### config.mk
export PLATFORM = sky130hd
export DESIGN_NAME = spike_rate_decoder
export DESIGN_NICKNAME = d
export VERILOG_FILES = /design/src/rtl/spike_rate_decoder_pkg.sv /design/src/rtl/spike_rate_decoder_edge_counter.sv /design/src/rtl/spike_rate_decoder.sv
export SDC_FILE = /design/constraint.sdc
export NUM_CORES = 1
export LEC_CHECK = 0
export ABC_AREA = 0
export CORE_MARGIN = 2
export CORE_UTILIZATION = 50
export CTS_CLUSTER_SIZE = 20
export DETAILED_ROUTE_END_ITERATION = 10
export PLACE_DENSITY = 0.74
export SLEW_MARGIN = 20
export SYNTH_ARGS = -nofsm -noshare
export SYNTH_HDL_FRONTEND = slang
export SYNTH_SLANG_ARGS = --single-unit
### constraint.sdc
create_clock -name clk -period 2.35 [get_ports clk]
set_clock_uncertainty 0.15 [all_clocks]
set_input_delay 0.5875 -clock clk [delete_from_list [all_inputs] [get_ports clk]]
set_output_delay 0.5875 -clock clk [all_outputs]
set_load 0.005 [all_outputs]
### src/rtl/spike_rate_decoder_pkg.sv
// Shared constants and FSM state type for the spike-rate decoder.
package snn_pkg;

    localparam int SNN_NUM_CH     = 3;
    localparam int SNN_CNT_W      = 8;
    localparam int SNN_WIN_CYCLES = 256;

    typedef enum logic {
        IDLE  = 1'b0,
        COUNT = 1'b1
    } state_t;

endpackage

### src/rtl/spike_rate_decoder_edge_counter.sv
// Per-channel rising-edge detector with a saturating edge counter.
// count is the running total including an edge seen in the current cycle,
// so the window-end sample captures a last-cycle edge.
module spike_edge_counter #(
    parameter int CNT_W = 8
) (
    input  logic             clk,
    input  logic             rst_n,
    input  logic             spike,
    input  logic             clear,
    input  logic             count_en,
    output logic [CNT_W-1:0] count
);

    logic             prev;
    logic             hit;
    logic [CNT_W-1:0] cnt_q;

    assign hit   = count_en & spike & ~prev;
    assign count = (hit && (cnt_q != '1)) ? cnt_q + CNT_W'(1) : cnt_q;

    // History tracks the line every cycle; the counter clears or accumulates.
    always_ff @(posedge clk) begin
        if (!rst_n) begin
            prev  <= 1'b0;
            cnt_q <= '0;
        end else begin
            prev  <= spike;
            cnt_q <= clear ? '0 : count;
        end
    end

endmodule

### src/rtl/spike_rate_decoder.sv
// Spike-rate decoder: counts rising edges per channel over a fixed window
// and publishes the counts through a valid/ready register.
// Optional macro SPIKE_EMA_EN: publish an exponential moving average of the
// window counts instead of the raw counts.
//
// state | meaning
// IDLE  | counters held at zero, waiting for ena
// COUNT | window running, edges accumulating
module spike_rate_decoder
    import snn_pkg::*;
#(
    parameter int NUM_CH     = SNN_NUM_CH,
    parameter int CNT_W      = SNN_CNT_W,
    parameter int WIN_CYCLES = SNN_WIN_CYCLES,
    parameter int EMA_SHIFT  = 2
) (
    input  logic                    clk,
    input  logic                    rst_n,
    input  logic                    ena,
    input  logic [NUM_CH-1:0]       spike_in,
    output logic [NUM_CH*CNT_W-1:0] rate_data,
    output logic                    rate_valid,
    input  logic                    rate_ready,
    output logic                    window_tick,
    output logic                    overrun
);

    localparam int             WIN_W    = $clog2(WIN_CYCLES);
    localparam logic [WIN_W-1:0] WIN_LAST = WIN_W'(WIN_CYCLES - 1);

    if (WIN_CYCLES < 2 || EMA_SHIFT < 0 || EMA_SHIFT > CNT_W) begin : g_bad_params
        $error("spike_rate_decoder: WIN_CYCLES must be >= 2 and EMA_SHIFT in 0..CNT_W");
    end

    state_t                  state;
    logic [WIN_W-1:0]        win_cnt;
    logic                    run;
    logic                    win_end;
    logic [NUM_CH*CNT_W-1:0] counts;
    logic [NUM_CH*CNT_W-1:0] result;

    // Dropping ena aborts the window, so it also suppresses the tick.
    assign run         = (state == COUNT) && ena;
    assign win_end     = run && (win_cnt == WIN_LAST);
    assign window_tick = win_end;

    for (genvar i = 0; i < NUM_CH; i++) begin : g_ch
        spike_edge_counter #(.CNT_W(CNT_W)) u_cnt (
            .clk      (clk),
            .rst_n    (rst_n),
            .spike    (spike_in[i]),
            .clear    (~run | win_end),
            .count_en (run),
            .count    (counts[i*CNT_W +: CNT_W])
        );
    end

`ifdef SPIKE_EMA_EN
    logic [NUM_CH*CNT_W-1:0] ema_q;
    logic [NUM_CH*CNT_W-1:0] ema_next;

    // Signed difference keeps the step correct when the rate falls.
    for (genvar i = 0; i < NUM_CH; i++) begin : g_ema
        logic signed [CNT_W:0] diff;
        logic signed [CNT_W:0] step;
        assign diff = $signed({1'b0, counts[i*CNT_W +: CNT_W]})
                    - $signed({1'b0, ema_q[i*CNT_W +: CNT_W]});
        assign step = diff >>> EMA_SHIFT;
        assign ema_next[i*CNT_W +: CNT_W] =
            CNT_W'($signed({1'b0, ema_q[i*CNT_W +: CNT_W]}) + step);
    end

    // Accumulator advances on every window end, even when the publish is dropped.
    always_ff @(posedge clk) begin
        if (!rst_n) begin
            ema_q <= '0;
        end else if (win_end) begin
            ema_q <= ema_next;
        end
    end

    assign result = ema_next;
`else
    assign result = counts;
`endif

    // Window FSM and window position counter.
    always_ff @(posedge clk) begin
        if (!rst_n) begin
            state   <= IDLE;
            win_cnt <= '0;
        end else begin
            case (state)
                IDLE: begin
                    win_cnt <= '0;
                    if (ena) state <= COUNT;
                end
                COUNT: begin
                    if (!ena) begin
                        state   <= IDLE;
                        win_cnt <= '0;
                    end else if (win_cnt == WIN_LAST) begin
                        win_cnt <= '0;
                    end else begin
                        win_cnt <= win_cnt + WIN_W'(1);
                    end
                end
                default: begin
                    state   <= IDLE;
                    win_cnt <= '0;
                end
            endcase
        end
    end

    // Publish register: a window end may load even as the old result is taken.
    always_ff @(posedge clk) begin
        if (!rst_n) begin
            rate_data  <= '0;
            rate_valid <= 1'b0;
            overrun    <= 1'b0;
        end else if (win_end) begin
            if (!rate_valid || rate_ready) begin
                rate_data  <= result;
                rate_valid <= 1'b1;
            end else begin
                overrun <= 1'b1;
            end
        end else if (rate_valid && rate_ready) begin
            rate_valid <= 1'b0;
        end
    end

endmodule

==> results of run 1 <==
worst min path at each step:
stage	end	slack, ps
final	rate_data[7]	300
after CTS	rate_data[7]	300
after global routing	rate_data[7]	320
after global placement	rate_data[22]	290
after floorplan	win_cnt[0]	280
after detailed placement	rate_data[7]	290
cells by family after synthesis:
group / Yosys count / share of synthesized area (%)
AND/OR/NAND/NOR: 139 / 28.3
flip-flops: 62 / 48.7
AO/OA/AOI/OAI: 56 / 12.9
buffers and inverters: 12 / 2.31
XOR/XNOR: 9 / 3.09
multiplexers: 7 / 2.75
adder cells (fa/ha/maj): 4 / 1.96
through the flow:
| step | hold WS [ps] | power, uW | worst slack, ps |
|---|---|---|---|
| global placement | 288 | 1130 | -170 |
| floorplan | 276 | 1100 | 506 |
| finish | 299 | 1920 | 188 |
| global route | 320 | 1990 | 42.8 |
| detailed placement | 294 | 1130 | -179 |
| CTS | 303 | 1940 | 30.9 |
tightest hold or removal path: cells and delay by family (launching register included):
kind / cells / cell delay [ps]
DFF: 1 / 310
and+or+nand+nor: 1 / 50
AOI/OAI and AO/OA: 1 / 50
synthesized netlist by cell type (all sizes together):
library cell / n / area, sq um
a211oi: 2 / 15.0
a21o: 4 / 30.0
a21oi: 17 / 85.1
a31o: 1 / 8.76
a31oi: 1 / 6.26
and2: 7 / 43.8
and3: 6 / 37.5
and3b: 1 / 8.76
and4: 1 / 11.3
and4b: 1 / 10.0
buf: 4 / 28.8
clkbuf: 5 / 18.8
dfxtp: 62 / 1240
ha: 4 / 50.1
inv: 3 / 11.3
mux2i: 7 / 70.1
nand2: 31 / 119
nand2b: 1 / 6.26
nand3: 18 / 90.1
nand3b: 1 / 7.51
nand4: 8 / 65.1
nand4b: 4 / 35.0
nor2: 42 / 158
nor2b: 4 / 25.0
nor3: 6 / 46.3
nor3b: 2 / 15.0
nor4: 1 / 6.26
o2111ai: 1 / 8.76
o211ai: 3 / 22.5
o21a: 2 / 15.0
o21ai: 17 / 85.1
o221ai: 1 / 8.76
o22ai: 7 / 43.8
or2b: 1 / 7.51
or3: 2 / 12.5
or3b: 2 / 17.5
xnor2: 1 / 8.76
xor2: 8 / 70.1
timing repair:
action	CTS	global route
resized for setup	4	4
endpoints found under the hold margin	0	0
hold buffers	0	0
endpoints found under the setup margin	1	1
routing by layer:
metal / vias to the layer above / global-route usage [%] / routed length (um)
met3: 9 / 10.1 / 306
met5: - / 0 / 0
met2: 49 / 33.9 / 2560
met4: 0 / 7.02 / 79
met1: 1012 / 28.2 / 2620
li1: 1136 / - / -
sequential cells by signal, indices dropped and copies added, names as in the netlist:
| signal | flops |
|---|---|
| g_ch.u_cnt.cnt_q | 24 |
| g_ch.u_cnt.prev | 3 |
| overrun | 1 |
| rate_data | 24 |
| rate_valid | 1 |
| state | 1 |
| win_cnt | 8 |
final cells by class:
cell class / count / area (sq um)
clock buffers: 14 / 163
clock inverters: 1 / 5.00
fillers: 410 / 1570
inverters: 3 / 11.3
multi-input cells: 215 / 1260
flip-flops and latches: 62 / 1240
well taps: 67 / 83.8
repair buffers: 54 / 483
report_power, final:
part           total, uW  internal, uW  switching, uW
registers           1060          1060           3.13
logic               47.0          21.6           25.4
clock network        817           434            383
total               1920          1510            412
layout by cell type (no fill, tap or decap), drive strengths merged, types with 15 or more instances in the layout:
cell type / Yosys / routed
o21ai: 17 / 17
clkdlybuf4s50: 0 / 32
nand3: 18 / 18
dfxtp: 62 / 62
a21oi: 17 / 17
nand2: 31 / 31
buf: 4 / 21
clkbuf: 5 / 15
nor2: 42 / 42
==> impl_metrics.toml, run 1 <==
[synth]
ys_seq_elements = 62
syn_avg_cell_area_sq_um = 8.82
syn-num-nets = 300
yosysSeqAreaShare_pct = 48.7
synth_cell_types = 44
netlist_area_sq_um = 2550
yosysWarnings = 0
syn_inst = 289

[hold_path]
hp-class = "reg2reg"
whs_path_depth = 2
holdCritStartpoint = "rate_data[7]"

[cts]
clockRootBuffer = "clkbuf_8"
worstSkewPairLatency_ps = 340
cts.sinks = 62
clockBufferDepth = 2
h-tree-depth = 3
postCtsSetupRepairBufs = 0
cts.clk_slew.worst_paths_ps = 60
cts_tree = "built"
cts_inserted_buffers = 9

[sta]
setup_tns_ps = 0
timing.slew.headroom_pct = 69.0
final.min_clock_period_ps = 2160
hold_viol = 0
worst_slew_pin_slew_ps = 465
period_share_pct = 92.0
rsz0062_at_grt = "no"
maxSlewViolCount = 0
timing.fmax_mhz = 463
setup_viol = 0

[global_route]
antenna_found_initial = 0
grt_overflow_total = 0
grt_usage_pct = 22.2
grt_pass1_vias = 2023
grt_max_degree = 21
grt_pass1_wl_um = 9240

[setup_path]
crit_arrival_ps = 1420
crit_path_end = "window_tick"
rr_worst_depth = 8
crit_required_ps = 1610
max_stage_delay_ps = 340
critical_path_depth = 5
slowest_stage = "dfxtp_2"
cp_top_family = "simple AND/OR/NAND/NOR gates"
worst-path-max-fanout = 3
startpoint = "win_cnt[1]"
r2r_end = "rate_data[15]"
r2r-start = "win_cnt[1]"
critPathBufInv = 1
critPathKind = "reg2out"
cp-start-kind = "register"
r2r_slack_ps = 320
path_cells = "ha_2, and4_4, nand4_4, nor2_4, clkbuf_2"
end_kind = "output port"

[cells_and_area]
fin_nets = 356
final_area_sq_um = 3250
syn_to_final_growth_pct = 27.4
antenna_cells = 0
stdcell_count = 416
utilization_pct = 67.5
drive_gt1_share_pct = 12.6

[route]
routed_via_density = 5.30
wl_per_cell_um = 13.4
wl_um = 5570
dr.pass1.iters = 4
drc = 0
drtAntennaViolNets = 0
first_iter_violations = 111
via_count = 2206

[floorplan]
die_x_um = 75.4
row_count = 25
start_util_pct = 52.9
die_area_sq_um = 5690
die_y_um = 75.4
ioPinCount = 34
core_region_area_sq_um = 4820

[pwr]
ir_drop_mv = 0.430
leakage_uw = 0.00118
pwr_density_cell_nw_per_um2 = 592

[placed_design]
place.gp.congestion = 0.821
dpl_cell_area_sq_um = 3070
dp.cells = 401
detailed_place_hpwl_um = 3950
numPortBuffers = 33

[outcome]
status = "complete, no violations"

[job]
max-cap-violations = 0
Power figures use the tool's default switching activity.
==> run 2: changes to the inputs <==
--- a/config.mk
+++ b/config.mk
@@ -7,10 +7,10 @@
 export LEC_CHECK = 0
 export ABC_AREA = 0
 export CORE_MARGIN = 2
-export CORE_UTILIZATION = 50
+export CORE_UTILIZATION = 49
 export CTS_CLUSTER_SIZE = 20
 export DETAILED_ROUTE_END_ITERATION = 10
-export PLACE_DENSITY = 0.74
+export PLACE_DENSITY = 0.75
 export SLEW_MARGIN = 20
 export SYNTH_ARGS = -nofsm -noshare
 export SYNTH_HDL_FRONTEND = slang
==> constraint.sdc (replaced) <==
create_clock -name clk -period 1.85 [get_ports clk]
set_clock_uncertainty 0.15 [all_clocks]
set_input_delay 0.4625 -clock clk [delete_from_list [all_inputs] [get_ports clk]]
set_output_delay 0.4625 -clock clk [all_outputs]
set_load 0.005 [all_outputs]
==> run 2 against run 1 <==
The run now ends with negative setup slack left; utilization up 6.3 points; sequential power up 26%; clock power up 60%; clock-buffer cell count decreased by 2; global-route usage rose by 1.9 points; via count up 8.6%; die area up 1.9%; routed wire length grew 19%; final cell count up 6.3%; hold slack got worse by 34 ps; combinational power rose by 61%; register-to-register slack worse by 460 ps.
==> impl_metrics.toml, run 2 (synthesized netlist as in run 1, its figures left out) <==
[outcome]
status = "complete, but fails checks"
violations = "negative setup slack"

[cells_and_area]
final_cell_mix = "dfxtp_1 (53), nor2_1 (36), buf_4 (31)"
antenna_cells = 0
drive_gt1_share_pct = 30.4
utilization_pct = 73.8
n_fill_cell = 364
fin_nets = 378
reg_top3 = "g_ch.u_cnt.cnt_q (24), rate_data (24), win_cnt (8)"
stdcell_count = 442
syn_to_final_growth_pct = 46.8
final_common_cell = "dfxtp_1"

[placed_design]
place.gp.congestion = 0.827
detailed_place_hpwl_um = 4160
numPortBuffers = 33
dp.cells = 415

[sta]
setup_viol = 24
period_share_pct = 107
setup_ws_ps = -138
hold_viol = 0
timing.fmax_mhz = 503
worst_slew_pin_slew_ps = 539
final.min_clock_period_ps = 1990
timing.slew.headroom_pct = 64.0
maxSlewViolCount = 0
rsz0062_at_grt = "yes"

[route]
routed_via_density = 5.42
via_count = 2396
wl_um = 6630
dr.pass1.iters = 4
drtAntennaViolNets = 0
wl_per_cell_um = 15.0
first_iter_violations = 126
drc = 0

[floorplan]
ioPinCount = 34
core_region_area_sq_um = 5070
die_y_um = 76.1
start_util_pct = 50.2
die_area_sq_um = 5800
row_count = 26
die_x_um = 76.1

[cts]
cts_inserted_buffers = 9
cts_tree = "built"
clockRootBuffer = "clkbuf_8"
cts.sinks = 62
cts.clk_slew.worst_paths_ps = 70
clockBufferDepth = 2
worstSkewPairLatency_ps = 350
h-tree-depth = 3

[global_route]
met3_usage_pct = 4.98
grt.met1_usage_pct = 28.1
grt_usage_pct = 24.1
grt_pass1_vias = 2410
grt_overflow_total = 0
antenna_found_initial = 0
grt-busiest-layer = "met2"
grt_pass1_wl_um = 11000
grt_max_degree = 21
grt.met2_usage_pct = 41.3

[setup_path]
critPathKind = "reg2out"
startpoint = "win_cnt[1]"
end_kind = "output port"
r2r-start = "win_cnt[1]"
crit_arrival_ps = 1380
worst-path-max-fanout = 2
crit_required_ps = 1240
cp-start-kind = "register"

[pwr]
pwr_density_cell_nw_per_um2 = 730
ir_drop_mv = 0.444
leakage_uw = 0.00141

[hold_path]
holdCritStartpoint = "spike_in[2]"
hp-class = "in2reg"

[job]
max-cap-violations = 0
==> run 2: cell count changes in the layout (fill, tap and decap cells not counted), moves of 4 or more <==
cell and delta:
a21oi_1 -12, a21oi_2 +12, buf_4 +10, buf_6 +10
clkdlybuf4s50_1 -4, dfxtp_1 -7, dfxtp_2 +7, dlymetal6s2s_1 +4
nand2_1 -4, nor2_1 -5
==> run 2: cell type report <==
type                    instances  area [sq um]  area share, %
clock buffers                  12           145           3.88
clock inverters                 4          70.1           1.87
inverters                       3          11.3          0.301
multi-input cells             215          1470           39.2
flip-flops and latches         62          1250           33.5
well taps                      70          87.6           2.34
repair buffers                 76           711           19.0
==> run 2: path summary, 6_finish.rpt <==
check / end / slack [ps] / cells after the start
min: g_ch[2].u_cnt.prev / 260 / 2
min reg2reg: rate_data[21] / 320 / 2
max: window_tick / -140 / 5
max reg2reg: rate_data[13] / -140 / 7
==> run 2: worst max-delay path, cell delays in order, from the launching register on <==
cell and delay, ps:
dfxtp_2 350, ha_4 140, and4_4 220, nand4_4 100, nor2_4 100, buf_2 110
==> run 2: layer usage <==
metal / wire length, um / vias to the layer above
li1: - / 1181
met1: 2870 / 1149
met2: 3410 / 47
met3: 175 / 19
met4: 179 / 0
met5: 0 / -
==> run 2: what timing repair did <==
| item | in CTS | in global routing |
|---|---|---|
| setup buffers | 9 | 6 |
| pin swaps | 27 | 13 |
| gates resized for setup | 50 | 36 |
| setup endpoints to repair | 30 | 52 |
| hold buffers | 0 | 0 |
==> run 2: power breakdown <==
group | total (uW) | switching [uW] | internal, uW
sequential | 1340 | 3.34 | 1340
combinational | 75.5 | 41.9 | 33.5
clock | 1310 | 521 | 792
total | 2730 | 566 | 2170
==> run 2: through the flow <==
step / total power (uW) / setup WS (ps) / TNS [ps] / hold slack (ps) / instance area, sq um
finish: 2730 / -138 / -2100 / 265 / 3740
global route: 2800 / -220 / -4030 / 283 / 3740
CTS: 2730 / -167 / -1540 / 318 / 3610
detailed placement: 1440 / -510 / -16730 / 295 / 3160
global placement: 1440 / -454 / -15490 / 285 / 3160
floorplan: 1400 / 23.9 / 0 / 276 / 2550
==> run 3: changes to the inputs <==
--- a/config.mk
+++ b/config.mk
@@ -7,11 +7,12 @@
 export LEC_CHECK = 0
 export ABC_AREA = 0
 export CORE_MARGIN = 2
-export CORE_UTILIZATION = 49
+export CORE_UTILIZATION = 51
 export CTS_CLUSTER_SIZE = 20
 export DETAILED_ROUTE_END_ITERATION = 10
-export PLACE_DENSITY = 0.75
+export PLACE_DENSITY = 0.76
 export SLEW_MARGIN = 20
 export SYNTH_ARGS = -nofsm -noshare
 export SYNTH_HDL_FRONTEND = slang
+export SYNTH_HIERARCHICAL = 1
 export SYNTH_SLANG_ARGS = --single-unit
==> run 3 against run 2 <==
The flow now finishes without violations; largest power group is now the clock network; fmax is 8.7% higher; largest cell class unchanged; first-iteration DRC count is 2.4% lower; worst setup slack better by 160 ps; combinational power rose by 39%; synthesized cell count rose by 22%; area after synthesis up 27%; critical path depth down 4.
==> impl_metrics.toml, run 3 <==
[outcome]
status = "complete, no violations"

[global_route]
grt_usage_pct = 21.6
grt_pass1_wl_um = 12400
grt.met1_usage_pct = 26.8
antenna_found_initial = 0
grt_max_degree = 26
grt.met2_usage_pct = 36.7
grt_overflow_total = 0
met3_usage_pct = 4.65
grt_pass1_vias = 2777
grt-busiest-layer = "met2"

[cells_and_area]
fin_nets = 453
drive_gt1_share_pct = 27.7
final_cell_mix = "nand2_1 (86), dfxtp_1 (57), buf_4 (56)"
final_area_sq_um = 4350
syn_to_final_growth_pct = 34.2
reg_top3 = "g_ch.u_cnt/cnt_q (24), rate_data (24), win_cnt (8)"
final_common_cell = "nand2_1"
antenna_cells = 0

[sta]
timing.fmax_mhz = 547
timing.slew.headroom_pct = 71.9
period_share_pct = 98.8
setup_ws_ps = 22.1
hold_viol = 0
worst_slew_pin_slew_ps = 416
setup_tns_ps = 0
maxSlewViolCount = 0
setup_viol = 0
rsz0062_at_grt = "yes"
final.min_clock_period_ps = 1830

[cts]
clockBufferDepth = 2
cts_inserted_buffers = 9
worstSkewPairLatency_ps = 340
cts.clk_slew.worst_paths_ps = 70
clockRootBuffer = "clkbuf_8"
cts.sinks = 62
cts_tree = "built"
h-tree-depth = 3

[floorplan]
core_region_area_sq_um = 6240
die_y_um = 83.7
ioPinCount = 34
row_count = 29
die_area_sq_um = 7000
start_util_pct = 51.9
die_x_um = 83.7

[route]
wl_um = 7600
first_iter_violations = 123
drtAntennaViolNets = 0
via_count = 2876
wl_per_cell_um = 14.5
routed_via_density = 5.49
dr.pass1.iters = 4
drc = 0

[placed_design]
dpl_cell_area_sq_um = 3960
numPortBuffers = 33
place.gp.congestion = 0.905
post-place-ws_ps = -670
detailed_place_hpwl_um = 5030

[synth]
synth_top_area_share_pct = 38.3
synth_top_area_cell = "dfxtp_1"
synth_area_leaders = "dfxtp_1 (38%), mux2i_1 (12%), nand2_1 (10%)"
syn-num-nets = 364
syn_avg_cell_area_sq_um = 9.18
syn_inst = 353
yosysSeqAreaShare_pct = 38.3
synthArstFlopShare_pct = 0
synth_edf_count = 0
synth_top_flop_cell = "dfxtp_1"
netlist_top_cells_count = "nand2_1 (87), dfxtp_1 (62), mux2i_1 (39)"
synth_most_common_cell = "nand2_1"
netlist_area_sq_um = 3240
synth_cell_types = 46
ys_seq_elements = 62
yosysWarnings = 6

[hold_path]
hp-class = "in2reg"

[setup_path]
crit_arrival_ps = 1220
critPathBufInv = 1
worst-path-max-fanout = 2
slowest_stage = "clkdlybuf4s50_1"
cp_top_family = "buffers and inverters"
crit_required_ps = 1240
end_kind = "output port"
cp-start-kind = "register"
max_stage_delay_ps = 530
critPathKind = "reg2out"
path_cells = "clkdlybuf4s50_1"

[pwr]
leakage_uw = 0.00170
ir_drop_mv = 0.513
pwr_density_cell_nw_per_um2 = 657

[job]
max-cap-violations = 0
run 3: cell count changes in the layout (fill, tap and decap cells not counted), moves of 10 or more:
cell      delta
nor2_1      -32
nand3_1     -10
nand2_1     +60
buf_4       +25
o21ai_0     -12
nand2b_1    +14
mux2i_1     +33
run 3: timing repair:
item                                    CTS  global route
cloned                                    0             1
pin swaps                                 2            11
gates resized for setup                  20            18
buffers inserted                          1             5
endpoints found under the setup margin   46            41
hold buffers                              0             0
run 3: cell type report:
| class | count | area (sq um) |
|---|---|---|
| well taps | 77 | 96.3 |
| flip-flops and latches | 62 | 1250 |
| inverters | 7 | 30.0 |
| multi-input cells | 269 | 1950 |
| clock buffers | 13 | 169 |
| clock inverters | 3 | 65.1 |
| fillers | 484 | 1890 |
| repair buffers | 93 | 788 |
run 3: stage by stage:
stage | hold WS [ps] | utilization, % | total power, uW | instances
2_1_floorplan | 276 | - | 1430 | 353
3_3_place_gp | 293 | 63.5 | 1470 | 501
3_5_place_dp | 297 | 63.5 | 1470 | 501
4_1_cts | 311 | 68.0 | 2860 | 518
5_1_grt | 240 | 69.7 | 2930 | 524
6_report | 236 | 69.7 | 2850 | 524
run 3: kinds of logic (layout without fill, tap and decap cells):
| group | Yosys count | count (layout) | synth area share (%) |
|---|---|---|---|
| AND/OR/NAND/NOR | 161 | 161 | 27.6 |
| XOR/XNOR | 12 | 12 | 3.24 |
| buffers and inverters | 22 | 116 | 4.67 |
| multiplexers | 45 | 45 | 14.1 |
| flip-flops | 62 | 62 | 38.3 |
| AO/OA/AOI/OAI | 47 | 47 | 10.5 |
| adder cells (fa/ha/maj) | 4 | 4 | 1.55 |
run 3: worst paths after layout:
kind | slack, ps | cells past startpoint | to | from
worst max-delay path | 20 | 1 | rate_data[12] | rate_data[12]
worst min-delay path | 240 | 2 | state | ena
worst max register to register | 40 | 9 | rate_data[16] | state
worst min register to register | 310 | 2 | rate_data[4] | rate_data[4]
run 3: metal layers:
layer  part of all wire (%)  wire, um  up-vias
li1                       -         -     1424
met1                     44      3380     1372
met2                     50      3780       66
met3                    4.0       304       14
met4                    1.8       136        0
met5                      0         0        -
run 3: power by group:
part / leakage [uW] / switching [uW] / internal [uW]
combinational: 0.00108 / 59.2 / 45.9
clock: 0.000120 / 538 / 868
sequential: 0.000503 / 3.41 / 1340
